==> config.mk <==
export PLATFORM = sky130hd
export DESIGN_NAME = capture_engine_flat
export DESIGN_NICKNAME = d
export VERILOG_FILES = /design/src/rtl/capture_pkg.sv /design/src/rtl/capture_engine_if.sv /design/src/rtl/capture_trigger_match.sv /design/src/rtl/capture_engine.sv /design/src/flat_wrapper.sv
export SDC_FILE = /design/constraint.sdc
export NUM_CORES = 1
export LEC_CHECK = 0
export BUFFER_PORTS_ARGS = -buffer_cell sky130_fd_sc_hd__clkbuf_2
export CAP_MARGIN = 40
export CORE_MARGIN = 3
export CORE_UTILIZATION = 25
export DETAILED_ROUTE_END_ITERATION = 12
export GPL_TIMING_DRIVEN = 0
export PLACE_DENSITY = 0.46
export SYNTH_ARGS = -nofsm -noshare
export SYNTH_HDL_FRONTEND = slang
export SYNTH_SLANG_ARGS = --single-unit
==> constraint.sdc <==
create_clock -name clock -period 2.56 [get_ports clock]
set_input_delay 0.384 -clock clock [delete_from_list [all_inputs] [get_ports clock]]
set_output_delay 0.384 -clock clock [all_outputs]
set_load 0.03 [all_outputs]
==> src/rtl/capture_pkg.sv <==
// Shared state encoding and default widths for the capture engine.
package capture_pkg;

  localparam int unsigned DEFAULT_ADDR_WIDTH = 16;
  localparam int unsigned DEFAULT_DATA_WIDTH = 32;

  typedef enum logic [1:0] {
    ST_IDLE    = 2'd0,
    ST_ARMED   = 2'd1,
    ST_CAPTURE = 2'd2,
    ST_DONE    = 2'd3
  } state_e;

endpackage

==> src/rtl/capture_engine_if.sv <==
// Sampler FIFO read port and sample RAM write port seen by the capture engine.
interface capture_engine_if #(
  parameter int unsigned ADDR_WIDTH = 16,
  parameter int unsigned DATA_WIDTH = 32
);
  logic                  fifo_empty;
  logic                  fifo_read_enable;
  logic [DATA_WIDTH-1:0] fifo_data;
  logic [ADDR_WIDTH-1:0] ram_address;
  logic [DATA_WIDTH-1:0] ram_data;
  logic                  ram_wren;

  modport master (
    input  fifo_empty,
    input  fifo_data,
    output fifo_read_enable,
    output ram_address,
    output ram_data,
    output ram_wren
  );

  modport slave (
    output fifo_empty,
    output fifo_data,
    input  fifo_read_enable,
    input  ram_address,
    input  ram_data,
    input  ram_wren
  );
endinterface

==> src/rtl/capture_trigger_match.sv <==
// Combinational masked comparator: hit when every masked bit of data equals value.
module capture_trigger_match #(
  parameter int unsigned DATA_WIDTH = 32
) (
  input  logic [DATA_WIDTH-1:0] data,
  input  logic [DATA_WIDTH-1:0] mask,
  input  logic [DATA_WIDTH-1:0] value,
  output logic                  hit
);
  assign hit = ((data ^ value) & mask) == '0;
endmodule

==> src/rtl/capture_engine.sv <==
// Drains the sampler FIFO until a masked trigger, then streams words into sample RAM.
// Define CAPTURE_CHANGE_ONLY_EN to store only post-trigger words that differ from the last one.
module capture_engine
  import capture_pkg::*;
#(
  parameter int unsigned ADDR_WIDTH = DEFAULT_ADDR_WIDTH,
  parameter int unsigned DATA_WIDTH = DEFAULT_DATA_WIDTH
) (
  input  logic                  clock,
  input  logic                  reset_n,
  input  logic                  start,
  input  logic                  abort,
  input  logic [DATA_WIDTH-1:0] trigger_mask,
  input  logic [DATA_WIDTH-1:0] trigger_value,
  input  logic [ADDR_WIDTH-1:0] length,
  output logic                  busy,
  output logic                  triggered,
  output logic                  done,
  output logic [ADDR_WIDTH-1:0] sample_count,
  capture_engine_if.master      bus
);

  localparam logic [ADDR_WIDTH:0]   RemOne   = (ADDR_WIDTH+1)'(1);
  localparam logic [ADDR_WIDTH:0]   RemFull  = {1'b1, {ADDR_WIDTH{1'b0}}};
  localparam logic [ADDR_WIDTH-1:0] CountOne = ADDR_WIDTH'(1);

  state_e                state_q;
  logic [ADDR_WIDTH:0]   remaining_q;
  logic                  rd_pending_q;
  logic [DATA_WIDTH-1:0] mask_q;
  logic [DATA_WIDTH-1:0] value_q;
  logic                  ram_wren_q;
  logic [ADDR_WIDTH-1:0] ram_address_q;
  logic [DATA_WIDTH-1:0] ram_data_q;
  logic                  triggered_q;
  logic                  done_q;
  logic [ADDR_WIDTH-1:0] sample_count_q;

  logic active;
  logic rd_en;
  logic trigger_hit;
  logic keep_word;

  capture_trigger_match #(
    .DATA_WIDTH(DATA_WIDTH)
  ) u_trigger_match (
    .data  (bus.fifo_data),
    .mask  (mask_q),
    .value (value_q),
    .hit   (trigger_hit)
  );

`ifdef CAPTURE_CHANGE_ONLY_EN
  // ram_data_q always holds the last word written, including the trigger word.
  assign keep_word = bus.fifo_data != ram_data_q;
`else
  assign keep_word = 1'b1;
`endif

  assign active = (state_q == ST_ARMED) || (state_q == ST_CAPTURE);
  // Words still owed minus the one already in flight bounds further reads.
  assign rd_en  = active && !bus.fifo_empty && !abort &&
                  ((state_q == ST_ARMED) ||
                   (remaining_q > {{ADDR_WIDTH{1'b0}}, rd_pending_q}));

  always_ff @(posedge clock) begin
    if (!reset_n) begin
      state_q        <= ST_IDLE;
      remaining_q    <= '0;
      rd_pending_q   <= 1'b0;
      mask_q         <= '0;
      value_q        <= '0;
      ram_wren_q     <= 1'b0;
      ram_address_q  <= '0;
      ram_data_q     <= '0;
      triggered_q    <= 1'b0;
      done_q         <= 1'b0;
      sample_count_q <= '0;
    end else begin
      ram_wren_q   <= 1'b0;
      rd_pending_q <= rd_en;
      if (abort) begin
        state_q <= ST_IDLE;
        done_q  <= 1'b0;
      end else begin
        case (state_q)
          ST_IDLE, ST_DONE: begin
            if (start) begin
              state_q        <= ST_ARMED;
              triggered_q    <= 1'b0;
              done_q         <= 1'b0;
              sample_count_q <= '0;
              remaining_q    <= (length == '0) ? RemFull : {1'b0, length};
              mask_q         <= trigger_mask;
              value_q        <= trigger_value;
            end
          end
          ST_ARMED: begin
            if (rd_pending_q && trigger_hit) begin
              ram_wren_q     <= 1'b1;
              ram_address_q  <= '0;
              ram_data_q     <= bus.fifo_data;
              triggered_q    <= 1'b1;
              sample_count_q <= CountOne;
              remaining_q    <= remaining_q - RemOne;
              if (remaining_q == RemOne) begin
                state_q <= ST_DONE;
                done_q  <= 1'b1;
              end else begin
                state_q <= ST_CAPTURE;
              end
            end
          end
          ST_CAPTURE: begin
            if (rd_pending_q && keep_word) begin
              ram_wren_q     <= 1'b1;
              ram_address_q  <= sample_count_q;
              ram_data_q     <= bus.fifo_data;
              sample_count_q <= sample_count_q + CountOne;
              remaining_q    <= remaining_q - RemOne;
              if (remaining_q == RemOne) begin
                state_q <= ST_DONE;
                done_q  <= 1'b1;
              end
            end
          end
          default: state_q <= ST_IDLE;
        endcase
      end
    end
  end

  assign bus.fifo_read_enable = rd_en;
  assign bus.ram_wren         = ram_wren_q;
  assign bus.ram_address      = ram_address_q;
  assign bus.ram_data         = ram_data_q;
  assign busy                 = active;
  assign triggered            = triggered_q;
  assign done                 = done_q;
  assign sample_count         = sample_count_q;

endmodule

==> src/flat_wrapper.sv <==
// flat-port wrapper written by rule: the top's interface ports become plain ports
module capture_engine_flat import capture_pkg::*;
#(
  parameter int unsigned ADDR_WIDTH = DEFAULT_ADDR_WIDTH,
  parameter int unsigned DATA_WIDTH = DEFAULT_DATA_WIDTH
)
  (clock, reset_n, start, abort, trigger_mask, trigger_value, length, busy, triggered, done, sample_count, bus_fifo_empty, bus_fifo_data, bus_fifo_read_enable, bus_ram_address, bus_ram_data, bus_ram_wren);
  capture_engine_if #(.ADDR_WIDTH(ADDR_WIDTH), .DATA_WIDTH(DATA_WIDTH)) bus_i ();
  input  logic clock;
  input  logic reset_n;
  input  logic start;
  input  logic abort;
  input  logic [DATA_WIDTH-1:0] trigger_mask;
  input  logic [DATA_WIDTH-1:0] trigger_value;
  input  logic [ADDR_WIDTH-1:0] length;
  output logic busy;
  output logic triggered;
  output logic done;
  output logic [ADDR_WIDTH-1:0] sample_count;
  input wire logic [$bits(bus_i.fifo_empty)-1:0] bus_fifo_empty;
  input wire logic [$bits(bus_i.fifo_data)-1:0] bus_fifo_data;
  output wire logic [$bits(bus_i.fifo_read_enable)-1:0] bus_fifo_read_enable;
  output wire logic [$bits(bus_i.ram_address)-1:0] bus_ram_address;
  output wire logic [$bits(bus_i.ram_data)-1:0] bus_ram_data;
  output wire logic [$bits(bus_i.ram_wren)-1:0] bus_ram_wren;
  assign bus_i.fifo_empty = bus_fifo_empty;
  assign bus_i.fifo_data = bus_fifo_data;
  assign bus_fifo_read_enable = bus_i.fifo_read_enable;
  assign bus_ram_address = bus_i.ram_address;
  assign bus_ram_data = bus_i.ram_data;
  assign bus_ram_wren = bus_i.ram_wren;
  capture_engine #(.ADDR_WIDTH(ADDR_WIDTH), .DATA_WIDTH(DATA_WIDTH)) u_core (.clock(clock), .reset_n(reset_n), .start(start), .abort(abort), .trigger_mask(trigger_mask), .trigger_value(trigger_value), .length(length), .busy(busy), .triggered(triggered), .done(done), .sample_count(sample_count), .bus(bus_i));
endmodule
# [Yosys cells after proc, flatten, opt, wreduce, memory -nomap -nowiden]
# Index checks and enable logic that the tools add are counted.
[word_totals] regBits=151 output_inout_bits=69 wordCells=78
[classes] add_sub_neg=2 magnitude_cmp=1 eq_ne=8 n_mux=31 bitwise=4 n_reduce_logical=21
[op_table] op="16-bit two-way mux" n=5
[op_table] op="17-bit two-way mux" n=4
[op_table] op="32-bit two-way mux" n=2
[op_table] op="32-bit case mux with 2 select lines" n=1
[op_table] op="17-bit case mux with 3 select lines" n=1
[op_table] op="16-bit case mux with 3 select lines" n=1
[op_table] op="32-bit bitwise AND" n=1
[op_table] op="32-bit logical NOT" n=1
[op_table] op="16-bit case mux with 2 select lines" n=1
[op_table] op="32-bit bitwise XOR" n=1
[op_table] op="17-bit by 1-bit equality test with 1-bit output (second input constant)" n=1
[op_table] op="17-bit by 1-bit greater-than comparator with 1-bit output" n=1
[op_table] op="17-bit by 1-bit subtractor with 17-bit output (second input constant)" n=1
[op_table] op="16-bit by 1-bit adder with 16-bit output (second input constant)" n=1
[op_table] op="16-bit logical NOT" n=1
[op_table] op="4-bit AND reduction" n=4
[op_table] op="1-bit two-way mux" n=8
[op_table] op="2-bit two-way mux" n=4
[op_table] op="2-bit != test (second input constant)" n=3
[op_table] op="2-bit case mux with 3 select lines" n=1
[op_table] op="3-bit AND reduction" n=2
[op_table] op="2-bit equality test (second input constant)" n=2
[op_table] op="1-bit logical AND" n=4
[op_table] op="1-bit case mux with 2 select lines" n=2
[op_table] op="other kinds (9)" n=14

# [Depth between registers and ports, before layout]
# Gate-level depths: netlist of the first run.
[logic_depth] ltp_word=6 mapped_depth=10 depth_no_buf=9

# [Cells and area by module]
# From an unflattened synthesis of the first run, not the netlist that was laid out.
[unflattened] hier_cells=837 hier_area_um2=6819.0
[modules_own_cells] mod="capture_engine" instances=1 cells_each=784 area_each_um2=6381.1 seq_area_each_um2=3022.9
[modules_own_cells] mod="capture_trigger_match" instances=1 cells_each=53 area_each_um2=437.9 seq_area_each_um2=0.0

# [Worst setup path before layout of the first run]
# OpenSTA, ideal clock, no wires.
[synth_timing] kind="reg2out" start="register u_core.state_q[0]" end="output port bus_fifo_read_enable" arrival_ns=1.928 t_required_ns=2.176 setup_slack_ns=0.248 path_stages_with_launch=5 cell_sequence="dfxtp_1 > inv_1 > ha_1 > clkbuf_1 > nor4_1"
[synth_between] elab_chain_cells=5 word_cells_on_any_way=7 cone_classes="eq/ne (2); reduce/logical (5)"
[synth_rtl] element="start, declared" line_no="capture_engine.sv:27" source="state_e state_q;"
[synth_rtl] element="start signal, assigned" line_no="capture_engine.sv:68" source="state_q <= ST_IDLE;"
[synth_rtl] element="start signal, assigned" line_no="capture_engine.sv:83" source="state_q <= ST_IDLE;"
[synth_rtl] element="start signal, assigned" line_no="capture_engine.sv:89" source="state_q <= ST_ARMED;"
[synth_rtl] element="2-bit by 1-bit equality test with 1-bit output / 2-bit equality test (equally long branches)" line_no="capture_engine.sv:60, capture_engine.sv:63"
[synth_rtl] element="1-bit logical OR" line_no="capture_engine.sv:60" source="assign active = (state_q == ST_ARMED) || (state_q == ST_CAPTURE);"
[synth_rtl] element="1-bit logical AND (2 in a row)" line_no="capture_engine.sv:62" source="assign rd_en = active && !bus.fifo_empty && !abort &&"
[synth_rtl] element="1-bit logical AND *" line_no="capture_engine.sv:62"
[synth_rtl] element="end, declared" line_no="flat_wrapper.sv:22" source="output wire logic [$bits(bus_i.fifo_read_enable)-1:0] bus_fifo_read_enable;"
# Every way passes the cells marked *; elsewhere a longest branch is shown, timed or not.

# [Worst setup path after layout of the first run]
# Ends and elaborated chain as after synthesis.

==> metrics.txt, run 1 <==
Clock Latency Late Sink approximately 0.42 ns; die area 28,700 sq um; via/cell ratio between 4 and 5; final hold violations 0; core footprint approximately 26,000 sq um; Worst-Margin Slew ~0.73 ns; number of synthesized flops with an enable pin 0; placed cell area 8010 sq um; Period minus WS final approximately 2.4 ns; WP data arrival just over 2 ns; post-detailed-route count of antenna-violating nets 0; worst reg-to-reg setup slack approximately 0.18 ns; Top Ports 186; Yosys warnings 0; Async S/R FF share, synth 0%; Seq cells post-synth between 150 and 200; DRC Markers 0; top_reg_cell synth dfxtp_1; worst hold slack about 0.18 ns; leakage power total roughly 0.0035 uW; worst path required time roughly 2.2 ns; hold_buf cts 0; vias in the first global route approximately 6,500; DR WL/cell around 18 um; Max VDD drop around 0.34 mV; GR Util All Layers about 17%; final non-filler cell total 1,400; Layout Skew around 0.013 ns; first-pass GRT wire length about 38,000 um; routed via count roughly 6,700; run status completed; Final GP Congestion 0.815; IO Port Bufs around 180; post-route clock period utilization a little over nine tenths; Max H-tree Level 4; hold_sp trigger_mask[15]; Mean Syn Cell Area about 8 sq um; post-synth top area share 45.3%; Detail Placement HPWL 19,400 um; Synth cell types 48; CTS root buffer clkbuf_16; synth top area cells dfxtp_1 45%, nand2_1 10%, a21oi_1 6.6%; post-route cell area a little under 9000 sq um; Max Cap Viol 0; worst-path fanout max 10; Cell Rows between 50 and 60; antenna cells 0; clock transition at the registers of the reported paths roughly 0.080 ns; largest net degree at the start of global routing 18; Post-Synthesis Net Count between 900 and 1,000; Final #Nets roughly 1,200; Min-Delay Path Depth 3; CP endpoint kind primary output; worst r2r dst u_core.sample_count[6]$_SDFFE_PN0P_; Pre-antenna DRT Iters 5; chip width between 150 and 200 um; leading cell type by number of instances after synthesis nand2_1; initial core utilization between 20% and 30%; final slew viol count 0; cell taking the most area after synthesis dfxtp_1; Num CTS Buffers 17; 1st-iter DRT viols 434; Worst Hold End u_core.mask_q[15]$_SDFFE_PN0P_; # setup viols final 0; top cells by count, synth 185 x nand2_1, 151 x dfxtp_1, 88 x a21oi_1; register area share after synthesis a little under half; drt total wl approximately 25,000 um; clk sinks around 150; Slew headroom between 50% and 60%; launch point of the worst reg-to-reg path u_core.value_q[23]$_SDFFE_PN0P_; synth-to-layout area growth 30.2%; WS Path Type register to primary output; CTS tree done; Mapped Cells 850; Cell Area, Synth between 6000 and 7000 sq um; Placed Cells 1,369; fraction of layout cells with a size suffix above 1 a little under a quarter; Power Density between 700 and 800 nW/um^2; RSZ-0062 raised after global routing yes; die height approximately 170 um; Fmax achieved 412 MHz; Register-to-Register Path Depth 9; Layout Utilization approximately a third; initial antenna violation count 0; clk buf depth 2; CP startpoint kind register; Overflow after GRT 0; Hold Crit Class primary input to register
[per-layer routing]
| metal | track usage [%] | share of wire, % | routed length [um] | vias to the layer above |
|---|---|---|---|---|
| met5 | 0 | 0 | 0 | - |
| met3 | 3.75 | 4.6 | 1150 | 19 |
| met1 | 22.9 | 46 | 11600 | 3171 |
| met2 | 29.1 | 48 | 12100 | 181 |
| met4 | 4.34 | 1.5 | 384 | 0 |
| li1 | - | - | - | 3375 |
[worst max-delay path by stage]
| stage | startpoint | end | slack [ns] | cells past startpoint |
|---|---|---|---|---|
| after floorplan | u_core.state_q[0]$_SDFFE_PP0P_ | bus_fifo_read_enable | 0.25 | 4 |
| after global placement | bus_fifo_data[25] | u_core.bus.ram_data[13]$_SDFFE_PN0P_ | -0.56 | 10 |
| after detailed placement | bus_fifo_data[25] | u_core.bus.ram_data[18]$_SDFFE_PN0P_ | -0.54 | 10 |
| after CTS | u_core.state_q[0]$_SDFFE_PP0P_ | u_core.mask_q[16]$_SDFFE_PN0P_ | 0.04 | 9 |
| after global routing | u_core.state_q[0]$_SDFFE_PP0P_ | bus_fifo_read_enable | -0.03 | 5 |
| final | u_core.state_q[0]$_SDFFE_PP0P_ | bus_fifo_read_enable | 0.13 | 5 |
[cells by family after synthesis]
logic type | share of synthesized area, %
buf+inv | 4.22
flops | 45.3
mux | 0.751
simple gates | 24.6
fa+ha+maj | 1.31
compound gates | 19.0
xor+xnor | 4.86
[sequential cells by signal (all words and copies together) (netlist names)]
signal / count
u_core.bus.ram_data: 32
u_core.mask_q: 32
u_core.rd_pending_q: 1
u_core.bus.ram_address: 16
u_core.bus.ram_wren: 1
u_core.done: 1
u_core.triggered: 1
u_core.state_q: 2
u_core.remaining_q: 17
u_core.value_q: 32
u_core.sample_count: 16
[power breakdown]
part | switching, uW | internal [uW]
clock | 1200 | 1410
combinational | 1070 | 533
sequential | 135 | 2520
total | 2410 | 4460
[cells in the final DEF (no fill, tap or decap), drive strengths merged, types with 14 or more instances in the layout]
cell	n
nand2	185
inv	22
a21oi	88
nor2	39
buf	15
clkbuf	248
o21ai	64
dfxtp	151
o211ai	16
nand3	72
a22oi	17
nor4	14
xor2	33
[critical path: stages (launching register included)]
cell and delay [ns]:
dfxtp_1 0.36, inv_1 0.07, ha_1 0.31, clkbuf_2 0.23, nor4_2 0.39, clkbuf_2 0.27
[cell type report]
type                    instances  area (sq um)
flip-flops and latches        151          3030
clock buffers                  17           425
fillers                      2903         17500
well taps                     335           419
clock inverters                15           174
multi-input cells             625          3420
plain buffers                  61           249
repair buffers                185           931
inverters                      11          41.3
[stage by stage]
step / setup slack, ns / total power, uW / setup TNS (ns)
global route: -0.0342 / 7210 / -0.0342
detailed placement: -0.537 / 4270 / -22.56
floorplan: 0.248 / 3700 / 0
finish: 0.133 / 6870 / 0
global placement: -0.562 / 4280 / -36.09
CTS: 0.0387 / 6910 / 0
[timing repair]
item                                    4_1_cts  5_1_grt
endpoints found under the setup margin       92      104
resized for setup                            11       19
pin swaps                                     1        1
buffers inserted                              1        0
endpoints found under the hold margin         0        0
Note: power is estimated with default switching activity, not from simulation.
==> run 2: changes to the inputs <==
Settings changed: SETUP_SLACK_MARGIN from default to 0.2.
==> run 2 against run 1 <==
  * Design area rose by 2.1%
  * Hold slack improved by 0.0029 ns
  * Count of clock-buffer cells in the layout did not move
  * Fmax increased by 6.5%
  * First-iteration DRC count is 2.8% higher
  * Register-to-register slack improved by 0.10 ns
  * Core utilization increased by 0.71 points
  * Critical path depth rose by 2
  * Highest routed layer unchanged
==> metrics.txt, run 2 (same netlist as run 1, synthesis figures left out) <==
Most Crowded Layer GR met2; Min-Delay Path Depth 3 (unchanged); most frequent cells in the layout 188 x clkbuf_2, 185 x nand2_1, 146 x dfxtp_1; pre-CTS setup slack -0.537 ns (unchanged); routed via count 6,800 (+0.80%); Final GP Congestion 0.815 (unchanged); die height 169 um (unchanged); clock transition at the registers of the reported paths 0.08 ns (about the same); Pre-antenna DRT Iters 5 (unchanged); Max Cap Viol 0 (unchanged); Detail Placement HPWL 19,400 um (unchanged); worst-path fanout max 10 (unchanged); Overflow after GRT 0 (unchanged); clk sinks 151 (unchanged); met2 Usage GRT 29.2% (+0.16 points); Worst-Margin Slew 0.724 ns (-0.00655 ns); die area 28,700 sq um (unchanged); clk buf depth 2 (unchanged); DRC Markers 0 (unchanged); 1st-iter DRT viols 446 (+2.8%); final non-filler cell total 1,407 (+0.50%); initial antenna violation count 0 (unchanged); met1 usage 23.0% (+0.10 points); Final WS setup 0.281 ns (+0.147 ns); first-pass GRT wire length 38,500 um (+0.29%); Hold Crit Class primary input to register; commonest non-fill, non-tap cell in the layout clkbuf_2; antenna cells 0 (unchanged); IO Port Bufs 183 (unchanged); worst path required time 2.90 ns (+0.72 ns); Num CTS Buffers 17 (unchanged); Cell Rows 59 (unchanged); drt total wl 25,300 um (+0.59%); CP startpoint kind register; DR WL/cell 18.0 um (about the same); Placed Cells 1,369 (unchanged); worst reg-to-reg setup slack 0.28 ns (+0.10 ns); Top Ports 186 (unchanged); final hold violations 0 (unchanged); chip width 169 um (unchanged); WP data arrival 2.62 ns (+0.58 ns); vias in the first global route 6,511 (-0.015%); Clock Latency Late Sink 0.42 ns (about the same); fraction of layout cells with a size suffix above 1 25.4% (+1.8 points); GR met3 Demand/Resource 3.77% (+0.023 points); post-detailed-route count of antenna-violating nets 0 (unchanged); WS Path Type register to register; Max H-tree Level 4 (unchanged); Layout Skew 0.0138 ns (+0.000415 ns); leakage power total 0.00357 uW (+2.1%); final slew viol count 0 (unchanged); GR Util All Layers 17.4% (+0.054 points); # setup viols final 0 (unchanged); RSZ-0062 raised after global routing yes; post-route clock period utilization 89.0% (-5.8 points); via/cell ratio 4.83 (+0.30%); initial core utilization 25.5% (unchanged); Slew headroom 51.7% (+0.44 points); CP endpoint kind register; largest net degree at the start of global routing 18 (unchanged); Final #Nets 1,183 (+0.60%); Filler cells 2,899 (-0.14%); Max VDD drop 0.346 mV (+1.7%); Power Density 788 nW/um^2 (-0.38%); synth-to-layout area growth 33.0%; Fmax achieved 439 MHz (+6.5%); CTS tree done; CTS root buffer clkbuf_16; Period minus WS final 2.28 ns (-0.147 ns); Register-to-Register Path Depth 7 (-2); run status completed; core footprint 26,100 sq um (unchanged)
==> run 2: stage by stage <==
| step | utilization (%) | hold slack [ns] | area, sq um | TNS (ns) | total power, uW |
|---|---|---|---|---|---|
| 2_1_floorplan | - | 0.436 | 6670 | 0 | 3700 |
| 3_3_place_gp | 30.6 | 0.443 | 8000 | -36.09 | 4280 |
| 3_5_place_dp | 30.7 | 0.447 | 8010 | -22.56 | 4270 |
| 4_1_cts | 33.5 | 0.157 | 8760 | 0 | 7000 |
| 5_1_grt | 33.9 | 0.165 | 8870 | 0 | 7340 |
| 6_report | 33.9 | 0.178 | 8870 | 0 | 6990 |
==> run 2: where the power goes <==
group          internal, uW  switching [uW]
sequential             2520             143
combinational           613            1110
clock                  1410            1200
total                  4540            2450
==> run 2: worst max-delay path, cell delays in order, from the launching register on <==
cell     delay, ns
dfxtp_1       0.32
xor2_1        0.19
a22oi_1       0.31
nand4_1       0.23
o21ai_2       0.25
nand4_4       0.21
or4_1         0.54
a21oi_1       0.15
==> run 2: final timing paths <==
check                                  start                              endpoint
min                        trigger_value[17]       u_core.value_q[17]$_SDFFE_PN0P_
max          u_core.value_q[25]$_SDFFE_PN0P_  u_core.sample_count[14]$_SDFFE_PN0P_
max reg2reg  u_core.value_q[25]$_SDFFE_PN0P_  u_core.sample_count[14]$_SDFFE_PN0P_
min reg2reg   u_core.mask_q[10]$_SDFFE_PN0P_        u_core.mask_q[10]$_SDFFE_PN0P_
==> run 2: layout make-up <==
type | count | area, sq um | area share (%)
Inverter | 11 | 41.3 | 0.466
Buffer | 62 | 302 | 3.40
Tap cell | 335 | 419 | 4.73
Clock buffer | 17 | 425 | 4.80
Timing Repair Buffer | 191 | 986 | 11.1
Clock inverter | 15 | 174 | 1.96
Sequential cell | 151 | 3030 | 34.2
Multi-Input combinational cell | 625 | 3490 | 39.3
==> run 2: layer usage <==
layer,share of wire [%],vias up
li1,-,3397
met1,46,3196
met2,48,185
met3,4.6,22
met4,1.2,0
met5,0,-
==> run 2: what timing repair did <==
item / in CTS / in global routing
pin swaps: 7 / 11
gates resized for setup: 36 / 52
buffers inserted: 3 / 3
hold buffers: 0 / 0
gates cloned: 0 / 1
endpoints found under the setup margin: 141 / 81
==> run 3: changes to the inputs <==
Settings changed: CORE_UTILIZATION 25 to 52, PLACE_DENSITY 0.46 to 0.82.
==> run 3 against run 2 <==
  * Clock power shrank 3%
  * Sequential share of layout area rose by 1.1 points
  * Clock skew fell by 0.0027 ns
==> metrics.txt, run 3 (same netlist as run 1, synthesis figures left out) <==
Filler cells 1,015 (-65%); core footprint 12,300 sq um (-53%); post-detailed-route count of antenna-violating nets 0 (unchanged); Final WS setup 0.223 ns (-0.0577 ns); initial core utilization 54.4% (+29 points); Layout Skew 0.0112 ns (-0.00268 ns); Top Ports 186 (unchanged); placed cell area 7790 sq um (-2.7%); hold_sp trigger_mask[9]; worst-path fanout max 10 (unchanged); worst reg-to-reg setup slack 0.22 ns (-0.06 ns); Slew headroom 55.7% (+4.0 points); leakage power total 0.00355 uW (-0.35%); Final GP Congestion 0.963 (+18%); area of the multi-input gates 3470 sq um (-0.36%); Register-to-Register Path Depth 9 (+2); largest net degree at the start of global routing 17 (-1); IO Port Bufs 183 (unchanged); CTS tree done; CP endpoint kind register; vias in the first global route 6,619 (+1.7%); pre-CTS setup slack -0.316 ns (+0.221 ns); initial antenna violation count 0 (unchanged); routed via count 7,154 (+5.2%); Max Cap Viol 0 (unchanged); die height 119 um (-30%); Max H-tree Level 4 (unchanged); final hold violations 0 (unchanged); RSZ-0062 raised after global routing yes; worst hold slack 0.167 ns (-0.0107 ns); 1st-iter DRT viols 678 (+52%); via/cell ratio 5.78 (+20%); CP startpoint kind register; Power Density 801 nW/um^2 (+1.6%); drt total wl 22,100 um (-13%); Max VDD drop 0.609 mV (+76%); Overflow after GRT 0 (unchanged); antenna cells 0 (unchanged); commonest non-fill, non-tap cell in the layout clkbuf_2; WS Path Type register to register; Worst-Margin Slew 0.664 ns (-0.0601 ns); Clock Latency Late Sink 0.43 ns (about the same); die area 14,200 sq um (-50%); Cell Rows 40 (-32%); Final #Nets 1,180 (-0.25%); CP bufs+invs 2 (+2); launch point of the worst reg-to-reg path u_core.value_q[20]$_SDFFE_PN0P_; post-route cell area 8590 sq um (-3.1%); GR Util All Layers 30.8% (+13 points); DRC Markers 0 (unchanged); clk sinks 151 (unchanged); Num CTS Buffers 17 (unchanged); chip width 119 um (-30%); fraction of layout cells with a size suffix above 1 25.4% (+0.071 points); register area 3030 sq um (about the same); first-pass GRT wire length 34,700 um (-9.9%); Detail Placement HPWL 15,700 um (-19%); clk buf depth 2 (unchanged); Hold Crit Class primary input to register; Crit. path cell count 9 (+2); Min-Delay Path Depth 3 (unchanged); most frequent cells in the layout 198 x clkbuf_2, 185 x nand2_1, 146 x dfxtp_1; worst path required time 2.89 ns (about the same); post-route clock period utilization 91.3% (+2.3 points); Pwr Total 6890 uW (-1.5%); CP max stage cell o31ai_4; clock transition at the registers of the reported paths 0.06 ns (-0.02 ns); worst r2r dst u_core.sample_count[6]$_SDFFE_PN0P_; synth-to-layout area growth 28.9%; Period minus WS final 2.34 ns (+0.0577 ns); max incr delay on CP 0.35 ns (-0.19 ns); DR WL/cell 17.8 um (-1.0%); # setup viols final 0 (unchanged); Layout Utilization 70.1% (+36 points); Fmax achieved 428 MHz (-2.5%); delay-heaviest family, CP compound AO/OA/AOI/OAI gates; Pre-antenna DRT Iters 7 (+2); Worst Hold End u_core.mask_q[9]$_SDFFE_PN0P_; run status completed; CP cell instances xor2_1 > a22oi_2 > nand4_1 > o31ai_4 > and3_4 > clkbuf_4 > nand3_2 > buf_6 > o41ai_2; final slew viol count 0 (unchanged); WP data arrival 2.67 ns (+0.05 ns); CTS root buffer clkbuf_16
run 3: cell count changes in the layout (fill, tap and decap cells not counted), moves of 3 or more:
| cell | change |
|---|---|
| inv_6 | -4 |
| clkbuf_8 | +3 |
| clkbuf_2 | +10 |
| buf_4 | -3 |
| clkbuf_1 | -3 |
| o21ai_0 | +9 |
| buf_6 | -4 |
| o21ai_1 | -9 |
| inv_8 | -6 |
run 3: cell type report:
| class | instances | share of cell area, % |
|---|---|---|
| clock buffers | 23 | 5.68 |
| well taps | 168 | 2.45 |
| plain buffers | 62 | 3.28 |
| flip-flops and latches | 151 | 35.2 |
| inverters | 11 | 0.480 |
| repair buffers | 188 | 11.1 |
| clock inverters | 9 | 1.32 |
| multi-input cells | 625 | 40.4 |
run 3: worst max-delay path by stage:
stage / end / slack [ns] / startpoint
after floorplan: bus_fifo_read_enable / 0.25 / u_core.state_q[0]$_SDFFE_PP0P_
after global placement: u_core.bus.ram_data[13]$_SDFFE_PN0P_ / -0.26 / bus_fifo_data[7]
after detailed placement: u_core.bus.ram_data[11]$_SDFFE_PN0P_ / -0.32 / bus_fifo_data[7]
after CTS: bus_fifo_read_enable / 0.15 / u_core.state_q[0]$_SDFFE_PP0P_
after global routing: u_core.sample_count[6]$_SDFFE_PN0P_ / 0.16 / u_core.value_q[20]$_SDFFE_PN0P_
final: u_core.sample_count[6]$_SDFFE_PN0P_ / 0.22 / u_core.value_q[20]$_SDFFE_PN0P_
run 3: repair_timing:
action / in CTS / in global routing
resized for setup: 18 / 54
buffers inserted: 3 / 2
hold buffers: 0 / 0
gates cloned: 0 / 0
endpoints found under the setup margin: 120 / 125
pin swaps: 4 / 9
run 3: stage by stage:
| step | cells | setup TNS, ns |
|---|---|---|
| after CTS | 1236 | 0 |
| after detailed placement | 1201 | -9.47 |
| final | 1237 | 0 |
| after global routing | 1237 | 0 |
| after floorplan | 850 | 0 |
| after global placement | 1201 | -7.56 |
run 3: metal layers:
metal / vias up / GRT usage, % / routed length (um)
met4: 0 / 10.9 / 540
met3: 45 / 8.78 / 2190
met2: 403 / 49.6 / 10400
li1: 3386 / - / -
met5: - / 0 / 0
met1: 3320 / 39.6 / 8950
run 3: power breakdown:
group	internal (uW)	switching, uW
Sequential	2520	146
Clock	1540	1000
Combinational	596	1080
Total	4660	2220
run 3: worst register-to-register path: stages, from the launching register on:
cell and delay, ns:
dfxtp_1 0.32, xor2_1 0.18, a22oi_2 0.25, nand4_1 0.19, o31ai_4 0.35, and3_4 0.24
clkbuf_4 0.19, nand3_2 0.14, buf_6 0.19, o41ai_2 0.19
